`src/rtl/ddr3_frame_writer.sv`:
```
// Avalon-MM write master for the DDR3 frame buffer: packs 32-bit pixels into
// 128-bit beats, queues them in a small FIFO and writes them out in fixed bursts.
module ddr3_frame_writer #(
  parameter int BURST_LEN  = 4,
  parameter int FIFO_DEPTH = 16,
  parameter int ADDR_W     = 26
) (
  input  logic              ddr3_clk,
  input  logic              reset,
  input  logic              start,
  input  logic [ADDR_W-1:0] base_addr,
  input  logic [19:0]       frame_beats,
  input  logic              pix_valid,
  input  logic [31:0]       pix_data,
  output logic              pix_ready,
  output logic              busy,
  output logic              done,
  output logic [19:0]       beats_written,
  input  logic              ddr3_avl_ready,
  output logic              ddr3_avl_burstbegin,
  output logic [2:0]        ddr3_avl_size,
  output logic              ddr3_avl_write_req,
  output logic [127:0]      ddr3_avl_wr_data,
  output logic [ADDR_W-1:0] ddr3_avl_addr
);

  localparam int              PTR_W     = $clog2(FIFO_DEPTH);
  localparam int              CNT_W     = PTR_W + 1;
  localparam logic [2:0]      BURST_SZ  = 3'(BURST_LEN);
  localparam logic [CNT_W-1:0] FIFO_FULL = CNT_W'(FIFO_DEPTH);

  typedef enum logic [1:0] {S_IDLE, S_WAIT, S_BURST, S_DONE} state_t;
  state_t state, state_nxt;

  logic [19:0]      frame_q, beats_packed, rem;
  logic [1:0]       pix_cnt;
  logic [95:0]      pack_q;
  logic [127:0]     mem [FIFO_DEPTH];
  logic [PTR_W-1:0] wr_ptr, rd_ptr;
  logic [CNT_W-1:0] fifo_count;
  logic [2:0]       burst_cnt, size_nxt;
  logic             start_ok, launch, finish, accept, last_beat, pix_fire, push;

  assign accept    = ddr3_avl_write_req && ddr3_avl_ready;
  assign last_beat = accept && (burst_cnt == ddr3_avl_size - 3'd1);
  // Depends only on registered state, never on pix_valid.
  assign pix_ready = busy && (fifo_count != FIFO_FULL) && (beats_packed < frame_q);
  assign pix_fire  = pix_valid && pix_ready;
  assign push      = pix_fire && (pix_cnt == 2'd3);
  assign rem       = frame_q - beats_written;
  assign finish    = (state == S_WAIT) && (state_nxt == S_DONE);

  always_ff @(posedge ddr3_clk or posedge reset) begin
    if (reset) state <= S_IDLE;
    else       state <= state_nxt;
  end

  // NOTE: every signal gets a default before the case so no latch is inferred.
  always_comb begin
    state_nxt = state;
    start_ok  = 1'b0;
    launch    = 1'b0;
    size_nxt  = BURST_SZ;
    unique case (state)
      S_IDLE: if (start) begin
        start_ok  = 1'b1;
        state_nxt = S_WAIT;
      end
      S_WAIT: begin
        if (rem == 20'd0) begin
          state_nxt = S_DONE;
        end else if (rem >= 20'(BURST_LEN)) begin
          if (fifo_count >= CNT_W'(BURST_LEN)) begin
            launch    = 1'b1;
            state_nxt = S_BURST;
          end
        end else if (20'(fifo_count) >= rem) begin
          launch    = 1'b1;
          size_nxt  = rem[2:0];
          state_nxt = S_BURST;
        end
      end
      S_BURST: if (last_beat) state_nxt = S_WAIT;
      S_DONE:  state_nxt = S_IDLE;
      default: state_nxt = S_IDLE;
    endcase
  end

  // NOTE: beat storage carries no reset; validity is tracked by the pointers and count.
  always_ff @(posedge ddr3_clk) begin
    if (push) mem[wr_ptr] <= {pix_data, pack_q};
  end

  // NOTE: sequential state uses non-blocking assignments so all registers update together.
  always_ff @(posedge ddr3_clk or posedge reset) begin
    if (reset) begin
      busy                <= 1'b0;
      done                <= 1'b0;
      frame_q             <= '0;
      beats_written       <= '0;
      beats_packed        <= '0;
      pix_cnt             <= '0;
      pack_q              <= '0;
      wr_ptr              <= '0;
      rd_ptr              <= '0;
      fifo_count          <= '0;
      burst_cnt           <= '0;
      ddr3_avl_burstbegin <= 1'b0;
      ddr3_avl_size       <= '0;
      ddr3_avl_write_req  <= 1'b0;
      ddr3_avl_wr_data    <= '0;
      ddr3_avl_addr       <= '0;
    end else begin
      done <= finish;

      if (pix_fire) begin
        pix_cnt <= pix_cnt + 2'd1;
        unique case (pix_cnt)
          2'd0:    pack_q[31:0]  <= pix_data;
          2'd1:    pack_q[63:32] <= pix_data;
          2'd2:    pack_q[95:64] <= pix_data;
          default: ;
        endcase
      end
      if (push) begin
        beats_packed <= beats_packed + 20'd1;
        wr_ptr       <= wr_ptr + PTR_W'(1);
      end
      unique case ({push, accept})
        2'b10:   fifo_count <= fifo_count + CNT_W'(1);
        2'b01:   fifo_count <= fifo_count - CNT_W'(1);
        default: ;
      endcase

      if (accept) begin
        rd_ptr        <= rd_ptr + PTR_W'(1);
        beats_written <= beats_written + 20'd1;
      end

      // Burst outputs only move on launch or on an accepted beat, so a stall holds them.
      if (launch) begin
        ddr3_avl_write_req  <= 1'b1;
        ddr3_avl_burstbegin <= 1'b1;
        ddr3_avl_size       <= size_nxt;
        ddr3_avl_wr_data    <= mem[rd_ptr];
        burst_cnt           <= '0;
      end else if (accept) begin
        ddr3_avl_burstbegin <= 1'b0;
        burst_cnt           <= burst_cnt + 3'd1;
        if (last_beat) begin
          ddr3_avl_write_req <= 1'b0;
          ddr3_avl_addr      <= ddr3_avl_addr + ADDR_W'(ddr3_avl_size);
        end else begin
          ddr3_avl_wr_data <= mem[rd_ptr + PTR_W'(1)];
        end
      end

      if (start_ok) begin
        busy          <= 1'b1;
        frame_q       <= frame_beats;
        beats_written <= '0;
        beats_packed  <= '0;
        pix_cnt       <= '0;
        ddr3_avl_addr <= base_addr;
      end else if (finish) begin
        busy <= 1'b0;
      end
    end
  end

endmodule

```
`config.mk`:
```
export PLATFORM = sky130hd
export DESIGN_NAME = ddr3_frame_writer
export DESIGN_NICKNAME = d
export VERILOG_FILES = /design/src/rtl/ddr3_frame_writer.sv
export SDC_FILE = /design/constraint.sdc
export NUM_CORES = 2
export LEC_CHECK = 0
export CORE_MARGIN = 1
export CORE_UTILIZATION = 50
export CTS_BUF_LIST = sky130_fd_sc_hd__clkbuf_4
export DETAILED_ROUTE_END_ITERATION = 8
export PLACE_DENSITY = 0.63
export SYNTH_ARGS = -nofsm -noshare
export SYNTH_HDL_FRONTEND = slang
export SYNTH_SLANG_ARGS = --single-unit
export TNS_END_PERCENT = 50
```
`constraint.sdc`:
```
create_clock -name ddr3_clk -period 15.5 [get_ports ddr3_clk]
set_input_delay 1.55 -clock ddr3_clk [delete_from_list [all_inputs] [get_ports ddr3_clk]]
set_output_delay 1.55 -clock ddr3_clk [all_outputs]
set_load 0.02 [all_outputs]
```
* After elaboration in Yosys (flattened, before gate mapping) *
Memory sizes are Yosys's and may differ from the RTL's.
Cells that the tools add are included.

cells by class
  $add $sub $neg = 11
  multiply operators = 0
  div/mod/pow operators = 0
  magnitude comparators = 4
  equal/unequal tests = 13
  shift-type cells = 0
  multiplexer cells = 43
  bitwise logic cells = 0
  reduce and logical (&&, ||, !) cells = 24

operator list
  cell                                                  count
  two-way mux 128 bit                                   3
  two-way mux 26 bit                                    4
  two-way mux 20 bit                                    4
  adder 20 x 1 -> 20 bit, second input constant         2
  adder 26 x 3 -> 26 bit                                1
  >= comparator 20 x 3 -> 1 bit, second input constant  1
  >= comparator 5 x 20 -> 1 bit                         1
  logical NOT 20 bit                                    1
  < comparator 20 bit                                   1
  subtractor 20 bit                                     1
  two-way mux 3 bit                                     6
  two-way mux 1 bit                                     16
  two-way mux 2 bit                                     8
  nonzero test 2 bit                                    8
  == test 2 bit, second input constant                  6
  one-hot mux 5 bit (2 select lines)                    1
  AND reduction 2 bit                                   5
  adder 4 x 1 -> 4 bit, second input constant           2
  one-hot mux 2 bit (4 select lines)                    1
  logical AND 1 bit                                     7
  == test 2 x 1 -> 1 bit, second input constant         3
  adder 5 x 1 -> 5 bit, second input constant           1
  >= comparator 5 x 3 -> 1 bit, second input constant   1
  != test 5 bit, second input constant                  1
  8 further kinds                                       10

storage, ports and cells
  register bits = 337
  latch bits = 0
  memory bits (writable) = 2048
  ROM bits = 0
  input bits = 83
  output and inout port bits = 182
  word-level logic and storage cells = 115
  memories kept = 1

memory list
  name  words  bits a word  rd ports  clocked after memory_dff  wr ports  line  source
  mem   16     128          2         0                         1         38    logic [127:0] mem [FIFO_DEPTH];

* Logic depth before layout (Yosys ltp) *
  word-level depth = 10
  mapped depth = 20
  depth with buffers taken out = 18

* Worst setup path after synthesis *
Ideal clock, no wire load.

  path type = input to register
  start = in pix_valid
  end = mem mem[0][0], enable pin
  setup time = 0.772 ns
  arrival = 10.909 ns
  required time = 14.728 ns
  setup slack = 3.819 ns
  stages on the path = 4
  buffers on the path = 1
  path through = o2111a_1 > buf_1 > nand2_1 > nor3_1

on the way
  word-level cells in the longest chain between the ends = 4

ends and longest elaborated chain
  what                                     line  source
  from (decl)                              13    input logic pix_valid,
  logical AND 1 bit                        48    assign pix_fire = pix_valid && pix_ready;
  logical AND 1 bit                        49    assign push = pix_fire && (pix_cnt == 2'd3);
  two-way mux 1 bit                        91    if (push) mem[wr_ptr] <= {pix_data, pack_q};
  two-way mux 1 bit (not written as such)  91
  to (decl)                                38

Every way passes these cells.

* Final worst setup path *
  start = reg rd_ptr[1]
  end = reg ddr3_avl_wr_data[69]

on the way
  word-level cells in the longest chain between the ends = 5

ends and longest elaborated chain
  what                            line  source
  from (decl)                     39    logic [PTR_W-1:0] wr_ptr, rd_ptr;
  from (signal assigned)          136   rd_ptr <= rd_ptr + PTR_W'(1);
  adder 4 x 1 -> 4 bit            154   ddr3_avl_wr_data <= mem[rd_ptr + PTR_W'(1)];
  memory read (16 x 128 bit) (*)  --
  two-way mux 128 bit             150   if (last_beat) begin
  two-way mux 128 bit             147   end else if (accept) begin
  two-way mux 128 bit (*)         141   if (launch) begin
  to (signal assigned)            145   ddr3_avl_wr_data <= mem[rd_ptr];
  to (signal assigned)            154
  to (decl)                       23    output logic [127:0] ddr3_avl_wr_data,

Every way passes the cells marked *; elsewhere a longest branch is shown, timed or not. The select of a mux whose other input is x is not followed.
A chain may end at the register's enable or synchronous reset.

==> metrics.md <==
| Metric | Value |
|---|---|
| Die height | 468 µm |
| Drt drc | 0 |
| CP Launch Type | register |
| Final setup TNS | 0 ns |
| IO Count | 265 |
| Initial core utilization | 50.5% |
| Drt wl/cell | 32.1 µm |
| Max IR drop VDD | 219 µV |
| Final setup vio count | 0 |
| Worst-path cell chain | ha_4, buf_4, buf_4, buf_4, buf_4, mux4_2, mux4_2, mux2i_1, o21ai_0 |
| WP depth | 9 |
| Crit path buffers/inverters | 4 |
| CTS tree | yes |
| Nets | 6097 |
| WP data arrival | 7.14 ns |
| # resized after CTS | 0 |
| Initial DRC Count | 6842 |
| RSZ-0062 raised after global routing | no |
| Final hold vios | 0 |
| Final std cells w/o fill | 9302 |
| R2r setup slk | 9.59 ns |
| Cell Pwr Density | 202 nW/µm² |
| Clock Power Share | 22.7% |
| Ys async rst share | 14.1% |
| Status | finished, final reports clean |
| Total CTS buffers | 643 |
| Power Internal | 16.3 mW |
| Dpl cells | 8141 |
| # clock sinks | 2385 |
| Crit-path slowest cell | buf_4 |
| Most frequent CP cell | buf_4 |
| Commonest non-fill, non-tap cell in the layout | edfxtp_1 |
| Max_cap viols | 0 |
| DRT Pass-1 Iters | 6 |
| Required time worst endpoint | 16.73 ns |
| GRT Residual Overflow | 0 |
| R2r worst-path depth | 9 |
| Sequential power share | 36.8% |
| Yosys warns | 0 |
| Total die area | 219000 µm² |
| Hold Path Depth | 1 |
| Post-Synthesis Cells | 5271 |
| Synth cell types | 66 |
| Drt total wl | 299 mm |
| Via/cell ratio | 6.48 |
| Crit-path max cell delay | 0.90 ns |
| Worst min path class | reg -> reg |
| Clock skew after layout | 0.0872 ns |
| Comb pwr share | 40.5% |
| Slew @ Worst Pin | 1.38 ns |
| Clock root buffer | clkbuf_4 |
| Post-synth net total | 5420 |
| Slew Limit Fails | 0 |
| Clk_lat worst skew | 1.46 ns |
| Crit Path Class | reg -> reg |
| Seq/Total Area, Yosys | 64.4% |
| Post-route ant nets | 0 |
| Post-DP HPWL | 158 mm |
| Die Width | 468 µm |
| CP Max Fanout | 60 |
| Core area | 215000 µm² |
| Largest net degree at the start of global routing | 138 |
| Share of layout cells above drive strength 1 | 40.2% |
| Design area | 123000 µm² |
| Seq cells post-synth | 2385 |
| GRT Total Usage | 27.8% |
| Mapped cell area | 109000 µm² |
| IO buf count | 264 |
| Leakage | 40.6 nW |
| Global placer's final weighted congestion | 0.836 |
| Top_reg_cell synth | edfxtp_1 |
| Rel. slew slack | 7.73% |
| First-pass GRT wire length | 434 mm |
| Post-synthesis average cell area | 20.6 µm² |
| H-tree depth | 6 |
| Post-DP Area | 115000 µm² |
| Net Sw Power | 8.47 mW |
| Cell family with most CP delay | buffers and inverters |
| Antenna violations before repair | 22 |
| # hold bufs at CTS | 0 |
| Clock slew at reported path FFs | 0.06 ns |
| Vias in the first global route | 62900 |
| Post-synth EDFFs | 2048 |
| Fill count | 16100 |
| Switching Fraction | 34.2% |
| Max Buffers Root-to-Sink | 4 |
| Period utilization | 38.1% |
| Crit end category | register |
| Final critical-path required period | 5.91 ns |
| Max Clk Rate | 169 MHz |
| Commonest non-fill, non-tap cells in the layout | 2048 x edfxtp_1, 1280 x mux4_2, 978 x clkbuf_4 |
| Via count | 60300 |
| Post-CTS setup buffer count | 0 |
| Area Overhead vs Synth | 13.3% |
| Rows | 170 |
==> stage by stage <==
stage	setup WS [ns]	power [mW]	hold slack, ns	util, %
2_1_floorplan	3.82	16.3	0.486	-
3_3_place_gp	9.47	19.3	0.519	53.3
3_5_place_dp	9.46	19.4	0.525	53.3
4_1_cts	9.48	25.0	0.539	57.2
5_1_grt	9.29	26.0	0.551	57.2
6_report	9.59	24.8	0.532	57.2
==> power by group through the flow <==
| stage | Sequential, mW | Clock (mW) | Combinational [mW] |
|---|---|---|---|
| floorplan | 8.99 | 0 | 7.35 |
| global placement | 9.21 | 0 | 10.1 |
| detailed placement | 9.25 | 0 | 10.1 |
| CTS | 9.12 | 5.76 | 10.2 |
| global route | 9.23 | 6.09 | 10.7 |
| finish | 9.12 | 5.62 | 10.0 |
==> registers in the layout, indices dropped and copies added (netlist names) <==
name                 count
ddr3_avl_addr           26
ddr3_avl_burstbegin      1
frame_q                 20
mem                   2048
pix_cnt                  2
rd_ptr                   4
ddr3_avl_size            3
burst_cnt                3
ddr3_avl_write_req       1
wr_ptr                   4
beats_packed            20
done                     1
beats_written           20
pack_q                  96
busy                     1
state                    2
fifo_count               5
ddr3_avl_wr_data       128
==> layout make-up <==
| type | count | area, µm² | share of cell area (%) |
|---|---|---|---|
| diodes | 13 | 32.5 | 0.0265 |
| multi-input cells | 2447 | 37100 | 30.1 |
| clock buffers | 978 | 7340 | 5.97 |
| well taps | 2838 | 3550 | 2.89 |
| clock inverters | 170 | 907 | 0.738 |
| flip-flops and latches | 2385 | 69900 | 56.9 |
| inverters | 67 | 259 | 0.211 |
| repair buffers | 404 | 3840 | 3.13 |
==> cell usage after synthesis (3+ instances only) <==
cell type | count | share of area, %
edfxtp_1 | 2048 | 57
mux4_2 | 1280 | 27
dfrtp_1 | 337 | 7.8
clkbuf_1 | 247 | 0.85
nand2_1 | 222 | 0.77
o21ai_0 | 184 | 0.85
mux2i_1 | 136 | 1.3
nor2_1 | 104 | 0.36
mux2_2 | 100 | 1.0
buf_1 | 99 | 0.34
inv_1 | 67 | 0.23
ha_1 | 63 | 0.73
a21oi_1 | 56 | 0.26
xnor2_1 | 53 | 0.43
xor2_1 | 33 | 0.27
nand3_1 | 26 | 0.12
buf_2 | 21 | 0.097
nor3_1 | 21 | 0.097
nand4_1 | 15 | 0.086
and3_1 | 14 | 0.081
a21o_1 | 12 | 0.083
nor2b_1 | 12 | 0.069
nand2b_1 | 10 | 0.058
or3_1 | 9 | 0.052
nor4_1 | 8 | 0.046
nor4_2 | 8 | 0.092
o211ai_1 | 7 | 0.048
o21a_1 | 7 | 0.048
buf_6 | 5 | 0.052
a2111oi_0 | 4 | 0.032
and2_1 | 4 | 0.023
o2111ai_1 | 4 | 0.032
a211oi_1 | 3 | 0.021
a21oi_2 | 3 | 0.024
and4_1 | 3 | 0.024
fa_1 | 3 | 0.055
nand3b_1 | 3 | 0.021
nand4b_1 | 3 | 0.024
o2111a_1 | 3 | 0.031
==> logic make-up (layout without fill, tap and decap cells) <==
| group | count (synthesis) | count (layout) | synth area share (%) |
|---|---|---|---|
| buf+inv | 439 | 1619 | 1.58 |
| flops | 2385 | 2385 | 64.4 |
| mux | 1516 | 1516 | 28.9 |
| xor+xnor | 86 | 86 | 0.694 |
| fa+ha+maj | 66 | 66 | 0.782 |
| simple gates | 473 | 473 | 2.02 |
| other cells | 0 | 13 | 0 |
| compound gates | 306 | 306 | 1.63 |
==> final timing paths <==
check / startpoint / endpoint
hold reg to reg: ddr3_avl_write_req / ddr3_avl_write_req
setup reg to reg: rd_ptr[1] / ddr3_avl_wr_data[69]
max in group asynchronous: reset / ddr3_avl_addr[3]
hold / removal: ddr3_avl_write_req / ddr3_avl_write_req
setup / recovery: rd_ptr[1] / ddr3_avl_wr_data[69]
min in group asynchronous: reset / ddr3_avl_wr_data[59]
==> layer usage <==
metal  share of wire, %  vias to the layer above  track usage [%]
li1                   -                    24300                -
met2                 49                     3059             44.3
met4                2.0                        6             7.65
met5              0.014                        -                0
met1                 41                    32500             39.3
met3                8.8                      429             5.63
No activity file was read; power rests on OpenSTA's default activity.
